$ cat src/rtl/kna6034201_deser.sv
// kna6034201_deser: serial-to-parallel bitplane packer.
// Captures up to four serial bitplane streams at the pixel clock-enable rate,
// packs each 8-pixel group into planar bytes and presents them on a
// valid/ready output with a sticky overflow flag for dropped groups.
// Optional feature macro: KNA6034201_DESER_TRANSP_EN adds out_transp, which is
// high when every pixel of the presented group has plane index zero.
module kna6034201_deser #(
  parameter int PLANES = 4
) (
  input  logic       clock,
  input  logic       reset,
  input  logic       CE_PIXEL,
  input  logic       START,
  input  logic       FLIP,
  input  logic       bit_1,
  input  logic       bit_2,
  input  logic       bit_3,
  input  logic       bit_4,
  output logic [7:0] byte_1,
  output logic [7:0] byte_2,
  output logic [7:0] byte_3,
  output logic [7:0] byte_4,
  output logic       out_valid,
  input  logic       out_ready,
  output logic       overflow,
  input  logic       clr_overflow,
  output logic       group_flip
`ifdef KNA6034201_DESER_TRANSP_EN
  ,
  output logic       out_transp
`endif
);

  typedef enum logic {IDLE, COLLECT} state_t;

  state_t           state_q, state_d;
  logic [2:0]       cnt_q, cnt_d;
  logic             flip_q, flip_d;
  logic [3:0][7:0]  sr_q, sr_d;
  logic [3:0][7:0]  obyte_q, obyte_d;
  logic             vld_q, vld_d;
  logic             ov_q, ov_d;
  logic             gflip_q, gflip_d;
`ifdef KNA6034201_DESER_TRANSP_EN
  logic             transp_q, transp_d;
`endif

  logic [3:0]       bits;
  logic [3:0][7:0]  shifted;
  logic [3:0][7:0]  packed_bytes;
  logic             capture;
  logic             cur_flip;
  logic [2:0]       pos;
  logic             complete;
  logic             load;
  logic             drop;

  assign bits = {bit_4, bit_3, bit_2, bit_1};

  // Next-state computation: pixel capture, group completion and output handshake.
  always_comb begin
    state_d  = state_q;
    cnt_d    = cnt_q;
    flip_d   = flip_q;
    sr_d     = sr_q;
    obyte_d  = obyte_q;
    vld_d    = vld_q;
    gflip_d  = gflip_q;
`ifdef KNA6034201_DESER_TRANSP_EN
    transp_d = transp_q;
`endif

    // START always restarts a group (even in COLLECT) and re-latches FLIP.
    capture  = CE_PIXEL && (START || (state_q == COLLECT));
    cur_flip = START ? FLIP : flip_q;
    pos      = START ? 3'd0 : cnt_q;

    // The shifted value includes the current pixel, so a completing group
    // can be loaded into the output register on this very edge.
    for (int p = 0; p < 4; p++) begin
      shifted[p]      = cur_flip ? {bits[p], sr_q[p][7:1]} : {sr_q[p][6:0], bits[p]};
      packed_bytes[p] = (p < PLANES) ? shifted[p] : 8'h00;
    end

    complete = capture && (pos == 3'd7);
    load     = complete && (!vld_q || out_ready);
    drop     = complete && !load;

    if (capture) begin
      state_d = COLLECT;
      flip_d  = cur_flip;
      sr_d    = shifted;
      cnt_d   = pos + 3'd1;
    end

    if (load) begin
      obyte_d  = packed_bytes;
      vld_d    = 1'b1;
      gflip_d  = cur_flip;
`ifdef KNA6034201_DESER_TRANSP_EN
      transp_d = (packed_bytes == '0);
`endif
    end else if (vld_q && out_ready) begin
      vld_d = 1'b0;
    end

    // A drop in the same cycle as a clear leaves the flag set.
    if (drop) begin
      ov_d = 1'b1;
    end else if (clr_overflow) begin
      ov_d = 1'b0;
    end else begin
      ov_d = ov_q;
    end
  end

  // State and output registers with synchronous reset.
  always_ff @(posedge clock) begin
    if (reset) begin
      state_q  <= IDLE;
      cnt_q    <= 3'd0;
      flip_q   <= 1'b0;
      sr_q     <= '0;
      obyte_q  <= '0;
      vld_q    <= 1'b0;
      ov_q     <= 1'b0;
      gflip_q  <= 1'b0;
`ifdef KNA6034201_DESER_TRANSP_EN
      transp_q <= 1'b0;
`endif
    end else begin
      state_q  <= state_d;
      cnt_q    <= cnt_d;
      flip_q   <= flip_d;
      sr_q     <= sr_d;
      obyte_q  <= obyte_d;
      vld_q    <= vld_d;
      ov_q     <= ov_d;
      gflip_q  <= gflip_d;
`ifdef KNA6034201_DESER_TRANSP_EN
      transp_q <= transp_d;
`endif
    end
  end

  assign byte_1     = obyte_q[0];
  assign byte_2     = obyte_q[1];
  assign byte_3     = obyte_q[2];
  assign byte_4     = obyte_q[3];
  assign out_valid  = vld_q;
  assign overflow   = ov_q;
  assign group_flip = gflip_q;
`ifdef KNA6034201_DESER_TRANSP_EN
  assign out_transp = transp_q;
`endif

endmodule

$ cat config.mk
export PLATFORM = sky130hd
export DESIGN_NAME = kna6034201_deser
export DESIGN_NICKNAME = d
export VERILOG_FILES = /design/src/rtl/kna6034201_deser.sv
export SDC_FILE = /design/constraint.sdc
export NUM_CORES = 1
export LEC_CHECK = 0
export BUFFER_PORTS_ARGS = -buffer_cell sky130_fd_sc_hd__buf_2
export CAP_MARGIN = 10
export CORE_MARGIN = 2
export CORE_UTILIZATION = 50
export DETAILED_ROUTE_END_ITERATION = 6
export GPL_TIMING_DRIVEN = 1
export PLACE_DENSITY = 0.72
export SLEW_MARGIN = 30
export SYNTH_ARGS = -nofsm -noshare
export SYNTH_HDL_FRONTEND = slang
export SYNTH_SLANG_ARGS = --single-unit
$ cat constraint.sdc
create_clock -name clock -period 2.06 [get_ports clock]
set_input_delay 0.206 -clock clock [delete_from_list [all_inputs] [get_ports clock]]
set_output_delay 0.206 -clock clock [all_outputs]
set_load 0.02 [all_outputs]
After elaboration in Yosys (flattened, before gate mapping)

Cells that the tools add are included.

Output and inout bits: 35
Word-level logic and storage cells: 37
Bits in registers: 72
Bits of input ports: 11

Reductions and logical operators: 11
Multiplexer cells: 10
Eq/ne operators: 1
$add $sub $neg: 1

Operators with widths:

| operator                                                       | count |
|---|---|
| 8-bit two-way mux                                              | 4 |
| 1-bit logical AND                                              | 5 |
| 1-bit two-way mux                                              | 5 |
| 2-bit nonzero test                                             | 2 |
| 3-bit by 1-bit adder with 3-bit output (second input constant) | 1 |
| 3-bit == test (second input constant)                          | 1 |
| 3-bit two-way mux                                              | 1 |
| 1-bit zero test                                                | 2 |
| 1-bit logical OR                                               | 2 |

Depth between registers and ports, before layout

Gate-level depths: netlist of the first run.

Depth after elaboration: 7
Mapped depth: 8
Depth with buffers taken out: 5

Least setup slack after synthesis of the first run

OpenSTA, ideal clock, no wires.

Path type: reg-to-reg
Start point: reg cnt_q[0]
End point: reg obyte_q (netlist bit byte_1[0])
Arrival: 1529 ps
Stages on the path, launching flop included: 9
Buffers on the path: 3
Period minus slack after synthesis: 1663 ps
Setup time: 134 ps
Slack: 397 ps
Data required time: 1926 ps
Cells stage by stage: dfxtp_1 -> nor2b_1 -> ha_1 -> ha_1 -> clkbuf_1 -> and3_1 -> buf_2 -> buf_2 -> a211oi_1

Word-level cells in the longest chain between the ends: 4

RTL lines:

| item                   | line | RTL |
|---|---|---|
| start, declared        | 37   | `logic [2:0] cnt_q, cnt_d;` |
| start signal, assigned | 133  | `cnt_q <= cnt_d;` |
| 3-bit two-way mux      | 76   | `pos = START ? 3'd0 : cnt_q;` |
| 3-bit == test          | 85   | `complete = capture && (pos == 3'd7);` |
| 1-bit logical AND      | 85   |  |
| 1-bit logical AND      | 86   | `load = complete && (!vld_q \|\| out_ready);` |
| end signal, assigned   | 136  | `obyte_q <= obyte_d;` |
| end, declared          | 40   | `logic [3:0][7:0] obyte_q, obyte_d;` |

Every way passes these cells.
A chain may end at the register's enable or synchronous reset.

Final worst setup path of the first run

Start point: reg cnt_q[0]
End point: reg obyte_q (netlist bit byte_1[1])

Same word-level chain as after synthesis.

==> summary.md, run 1 <==
| Metric | Value |
|---|---|
| Hold endpoint | `overflow` |
| Max incr delay on CP | `0.33 ns` |
| Hold Path Depth | `3` |
| Via density | `5.81` |
| Maximum buffer depth of the clock tree | `2` |
| Setup violations, final | `0` |
| Placeable Area | `5610 um^2` |
| Via Count | `2,335` |
| # Max-Cap Violations | `0` |
| Clock Skews | `0.00499 ns` |
| Hold Crit Start | `clr_overflow` |
| Chip Height | `80.8 um` |
| Post_cts resized | `0` |
| Latest clock arrival within the worst-skew pair | `0.34 ns` |
| Warnings, synthesis | `0` |
| Total global routing overflow | `0` |
| Lkg Pwr | `0.00140 uW` |
| Post-Syn Nets | `306` |
| Total power | `2880 uW` |
| GP Congestion | `0.756` |
| Placed wire-length estimate | `3910 um` |
| Sum Neg Setup Slack | `0 ns` |
| Reg2reg start | `cnt_q[0]` |
| Pre-CTS setup slack | `0.393 ns` |
| Clock transition at path regs | `0.07 ns` |
| CTS tree | `built` |
| Initial Util | `52.5%` |
| Proportion of layout cells with a drive suffix above 1 | `21.8%` |
| Synthesized area | `2950 um^2` |
| Tmin final | `1.57 ns` |
| Initial antenna violation count | `0` |
| Filler instances | `514` |
| Critical path capture point type | `flop` |
| Final hold viol count | `0` |
| First-pass GRT wire length | `10,100 um` |
| Cts hold-fix bufs | `0` |
| Startpoint Class | `flop` |
| Drt first-iter violations | `98` |
| Worst R2R Setup Slack | `0.49 ns` |
| Number of enable-type register cells in the synthesized netlist | `0` |
| Slew margin rel. | `73.0%` |
| Ranking of synthesized cells by area | `dfxtp_1, a211oi_1, mux2i_1` |
| Status | `finished clean` |
| DIE AREA | `6520 um^2` |
| Cell Chain, Critical Path | `nor2b_1 > ha_1 > ha_1 > buf_4 > a31oi_1 > a211oi_1` |
| Synth cell types | `21` |
| RSZ-0062 raised after global routing | `no` |
| Clock Root Buffer | `clkbuf_8` |
| Post-Syn Instances | `293` |
| Hold crit path type | `in -> reg` |
| Dpl cell area | `3190 um^2` |
| Antenna Cells | `0` |
| # IOs | `46` |
| Tot GR Track Use | `20.2%` |
| CP Max Fanout | `18` |
| Tcrit/Tclk final | `76.3%` |
| Post-CTS setup buffers | `0` |
| Residual DRC | `0` |
| Worst path arrival time | `1.82 ns` |
| Max Freq | `0.636 GHz` |
| Fin. max-slew vios | `0` |
| Row count | `27` |
| Worst hold margin | `0.123 ns` |
| I/O Buffers | `45` |
| Largest net degree at the start of global routing | `66` |
| Setup Crit Path Kind | `reg -> reg` |
| Post-synth top area cell | `dfxtp_1` |
| CP Data Required Time | `2.31 ns` |
| Share of the synthesized area in the top cell type | `48.9%` |
| Register-to-Register Path Depth | `6` |
| Drt pass-1 iters | `4` |
| Pwr dens | `848 nW/um^2` |
| Synthesized flop and latch total | `72` |
| H-tree level count | `3` |
| Final net count | `338` |
| Clk sink count | `72` |
| Avg WL per Cell | `15.3 um` |
| Vias in the first global route | `2,162` |
| Worst VDD drop | `0.492 mV` |
| Slew @ Worst Pin | `0.405 ns` |
| Seq/Total Area, Yosys | `48.9%` |
| Area Growth Syn to Fin | `15.2%` |
| Die X-Extent | `80.8 um` |
| Count leader, synth | `dfxtp_1` |
| Average size of a mapped cell | `10.1 um^2` |
| Most instantiated cells after synthesis | `dfxtp_1, a211oi_1, nor2_1` |
| Post-route ant nets | `0` |
| Top FF cell, synth | `dfxtp_1` |
| DRT Wirelength | `6160 um` |
| Total CTS buffers | `9` |
| FF-to-FF End | `byte_1[1]` |
| Async SR Flop Fraction | `0%` |
| Final setup margin | `0.489 ns` |
| Final Cell Area | `3390 um^2` |
| CP max stage cell | `dfxtp_1` |
| Crit-path most repeated cell | `ha_1` |
[worst max-delay path by stage]
stage,end,cells after the start,from
floorplan,byte_1[0],8,cnt_q[0]
global placement,byte_3[5],7,START
detailed placement,byte_1[6],7,START
CTS,byte_1[1],6,cnt_q[0]
global route,byte_1[1],6,cnt_q[0]
finish,byte_1[1],6,cnt_q[0]
[per-layer routing]
layer / track usage, % / routed length (um) / vias to the layer above
met2: 31.3 / 2820 / 61
met1: 25.9 / 2900 / 1089
met5: 0 / 0 / -
li1: - / - / 1171
met4: 7.12 / 105 / 0
met3: 7.44 / 345 / 14
[cell usage in the layout, fill, tap and decap left out, types with 3 or more instances in the layout]
cell type and n:
clkbuf_8 11, buf_12 3, buf_4 8, buf_2 45, dfxtp_1 72, mux2i_1 34
nor2_1 38, a31oi_1 33, a211oi_1 67
[power by group]
part           total [uW]  switching [uW]  leakage [uW]  internal, uW
sequential           1490            38.5      0.000587          1450
combinational         286             169      0.000715           117
clock                1110             483      0.000103           622
total                2880             690       0.00140          2190
[through the flow]
| stage | utilization [%] | std cells |
|---|---|---|
| CTS | 60.5 | 402 |
| floorplan | - | 293 |
| global route | 60.5 | 402 |
| detailed placement | 57.0 | 386 |
| global placement | 57.0 | 386 |
| finish | 60.5 | 402 |
[area by class of cell]
type | instances | area, um^2 | area share (%)
flip-flops and latches | 72 | 1440 | 42.5
multi-input cells | 186 | 1320 | 38.8
repair buffers | 56 | 345 | 10.2
clock buffers | 13 | 159 | 4.68
well taps | 72 | 90.1 | 2.65
clock inverters | 3 | 40.0 | 1.18
[critical path, delay by kind of cell (launching register included)]
family,cells,cell delay (ns)
fa+ha+maj,2,0.34
flops,1,0.33
simple gates,1,0.19
buf+inv,1,0.25
compound gates,2,0.36
[logic make-up after synthesis]
family	count (synthesis)	synth area share, %
compound gates	103	24.7
flops	72	48.9
simple gates	46	6.63
buf+inv	35	6.58
mux	35	12.3
fa+ha+maj	2	0.849
[registers in the layout (all words and copies together) (netlist names)]
signal / cells
sr_q: 32
byte_1: 8
byte_2: 8
byte_3: 8
byte_4: 8
cnt_q: 3
flip_q: 1
group_flip: 1
out_valid: 1
overflow: 1
state_q: 1
Power figures use the tool's default switching activity.
==> inputs of run 2 (changes only) <==
PLACE_DENSITY = 0.74   (was 0.72)
clock period = 1.4 ns   (was 2.06 ns; I/O delays follow)
==> run 2 against run 1 <==
Compared with the run above: the flow now finishes with violations (negative setup slack); critical path type unchanged; sequential power is 47% higher; register-to-register slack worse by 0.52 ns; die area stayed put; non-clock buffer count is 3 higher; design area is 7.6% higher; global-route usage is 0.75 points higher; combinational power is 65% higher; wire length is 3.8% higher; total power is 38% higher; sequential cell count stayed put; largest power group unchanged.
==> summary.md, run 2 (same netlist as run 1, synthesis figures left out) <==
| Metric | Value |
|---|---|
| First-pass GRT wire length | `10,600 um (+5.5%)` |
| Max Freq | `0.701 GHz (+10%)` |
| Worst path buffer plus inverter count | `1 (unchanged)` |
| Slew margin rel. | `73.5% (+0.49 points)` |
| CP max stage cell | `dfxtp_2` |
| Worst R2R Setup Slack | `-0.03 ns (-0.52 ns)` |
| Tmin final | `1.43 ns (-0.144 ns)` |
| Slew @ Worst Pin | `0.398 ns (-0.00739 ns)` |
| Reg2reg start | `cnt_q[1]` |
| Clock Skews | `0.00622 ns (+0.00123 ns)` |
| GP Congestion | `0.748 (-1.1%)` |
| Total global routing overflow | `0 (unchanged)` |
| Chip Height | `80.8 um (unchanged)` |
| CP Max Fanout | `14 (-4)` |
| FF-to-FF End | `byte_1[7]` |
| Vias in the first global route | `2,121 (-1.9%)` |
| Tot GR Track Use | `20.9% (+0.75 points)` |
| I/O Buffers | `45 (unchanged)` |
| Clock Root Buffer | `clkbuf_8` |
| Crit path max-delay family | `simple AND/OR/NAND/NOR gates` |
| Placeable Area | `5610 um^2 (unchanged)` |
| Final hold viol count | `0 (unchanged)` |
| Total CTS buffers | `9 (unchanged)` |
| Drt first-iter violations | `147 (+50%)` |
| # Max-Cap Violations | `0 (unchanged)` |
| Final net count | `341 (+0.89%)` |
| Sum Neg Setup Slack | `-0.295 ns (-0.295 ns)` |
| Setup violations, final | `24 (+24)` |
| Maximum buffer depth of the clock tree | `2 (unchanged)` |
| DRT Wirelength | `6400 um (+3.8%)` |
| Pwr dens | `1090 nW/um^2 (+28%)` |
| CP startpoint | `cnt_q[1]` |
| Initial antenna violation count | `0 (unchanged)` |
| Multi-input logic area | `1540 um^2 (+17%)` |
| Initial Util | `52.5% (unchanged)` |
| RSZ-0062 raised after global routing | `yes` |
| Commonest non-fill, non-tap cell in the layout | `dfxtp_1` |
| Failing checks | `negative setup slack` |
| Clock transition at path regs | `0.07 ns (about the same)` |
| Clk sink count | `72 (unchanged)` |
| Status | `finished, violations left` |
| Worst path arrival time | `1.69 ns (-0.13 ns)` |
| Via Count | `2,341 (+0.26%)` |
| Area Growth Syn to Fin | `23.9%` |
| Residual DRC | `0 (unchanged)` |
| Avg WL per Cell | `15.9 um (+3.8%)` |
| Latest clock arrival within the worst-skew pair | `0.34 ns (about the same)` |
| Proportion of layout cells with a drive suffix above 1 | `34.8% (+13 points)` |
| Cell Chain, Critical Path | `and2b_1 > ha_4 > ha_4 > and3_4 > buf_12 > a211oi_2` |
| Tcrit/Tclk final | `102% (+26 points)` |
| Drt pass-1 iters | `4 (unchanged)` |
| Row count | `27 (unchanged)` |
| Critical path capture point type | `flop` |
| Register-to-Register Path Depth | `6 (unchanged)` |
| Antenna Cells | `0 (unchanged)` |
| Post-layout util | `65.1% (+4.6 points)` |
| Dpl cell area | `3450 um^2 (+7.9%)` |
| Die X-Extent | `80.8 um (unchanged)` |
| Hold Crit Start | `clr_overflow` |
| Worst path depth | `6 (unchanged)` |
| Worst VDD drop | `0.680 mV (+38%)` |
| Register area | `1440 um^2 (+0.17%)` |
| Final setup margin | `-0.0272 ns (-0.516 ns)` |
| Cell Count, Final, Fillers Out | `402 (unchanged)` |
| Startpoint Class | `flop` |
| CP Data Required Time | `1.66 ns (-0.65 ns)` |
| Post-route ant nets | `0 (unchanged)` |
| Final Cell Area | `3650 um^2 (+7.6%)` |
| CTS tree | `built` |
| Cts hold-fix bufs | `0 (unchanged)` |
| Fin. max-slew vios | `0 (unchanged)` |
| Largest net degree at the start of global routing | `73 (+11%)` |
| Inst Count DP | `389 (+0.78%)` |
| H-tree level count | `3 (unchanged)` |
| Crit-path most repeated cell | `ha_4` |
| Largest Register | `sr_q` |
| Max incr delay on CP | `0.32 ns (about the same)` |
| Most frequent cells in the layout | `dfxtp_1, buf_2, nor2_1` |
| Placed wire-length estimate | `4000 um (+2.3%)` |
| Hold crit path type | `in -> reg` |
| Max reg flops | `32 (unchanged)` |
| Filler instances | `451 (-12%)` |
| DIE AREA | `6520 um^2 (unchanged)` |
| # IOs | `46 (unchanged)` |
| CP endpoint | `byte_1[7]` |
| Setup Crit Path Kind | `reg -> reg` |
| Lkg Pwr | `0.00142 uW (+1.2%)` |
| Via density | `5.82 (+0.26%)` |
run 2: report_power, final:
part	switching [uW]	internal, uW
combinational	277	195
clock	695	609
sequential	60.7	2130
run 2: worst min path at each step:
stage                           to  depth (start not counted)
after global placement    overflow                          3
after detailed placement  overflow                          3
after CTS                 overflow                          3
final                     overflow                          3
after floorplan           overflow                          2
after global routing      overflow                          3
run 2: repair_timing:
item | 4_1_cts | 5_1_grt
resized for setup | 8 | 5
buffers inserted | 0 | 0
endpoints found under the setup margin | 33 | 36
pin swaps | 1 | 1
run 2: layout make-up:
cell class | count | share of cell area [%]
multi-input combinational | 186 | 42.1
clock inverter | 2 | 0.274
sequential | 72 | 39.6
timing repair buffer | 59 | 12.0
clock buffer | 11 | 3.60
tap | 72 | 2.47
run 2: worst register-to-register path: cells and delay by family, from the launching register on:
kind	cells	cell delay, ns
DFF	1	0.32
adders and majority gates	2	0.33
buffers and inverters	1	0.16
and+or+nand+nor	2	0.37
AOI/OAI and AO/OA	1	0.18
run 2: per-stage QoR:
step	setup slack, ns	power, uW	hold slack (ns)
finish	-0.0272	3970	0.0629
global route	-0.106	4140	0.0804
detailed placement	-0.154	2690	0.417
CTS	-0.0348	3990	0.0513
global placement	-0.0965	2680	0.408
floorplan	-0.123	2590	0.322
run 2: routing by layer:
layer	up-vias	share of wire (%)	GRT usage (%)
li1	1179	-	-
met1	1097	49	28.9
met2	54	44	31.7
met3	11	4.3	3.78
met4	0	2.1	10.0
met5	-	0	0
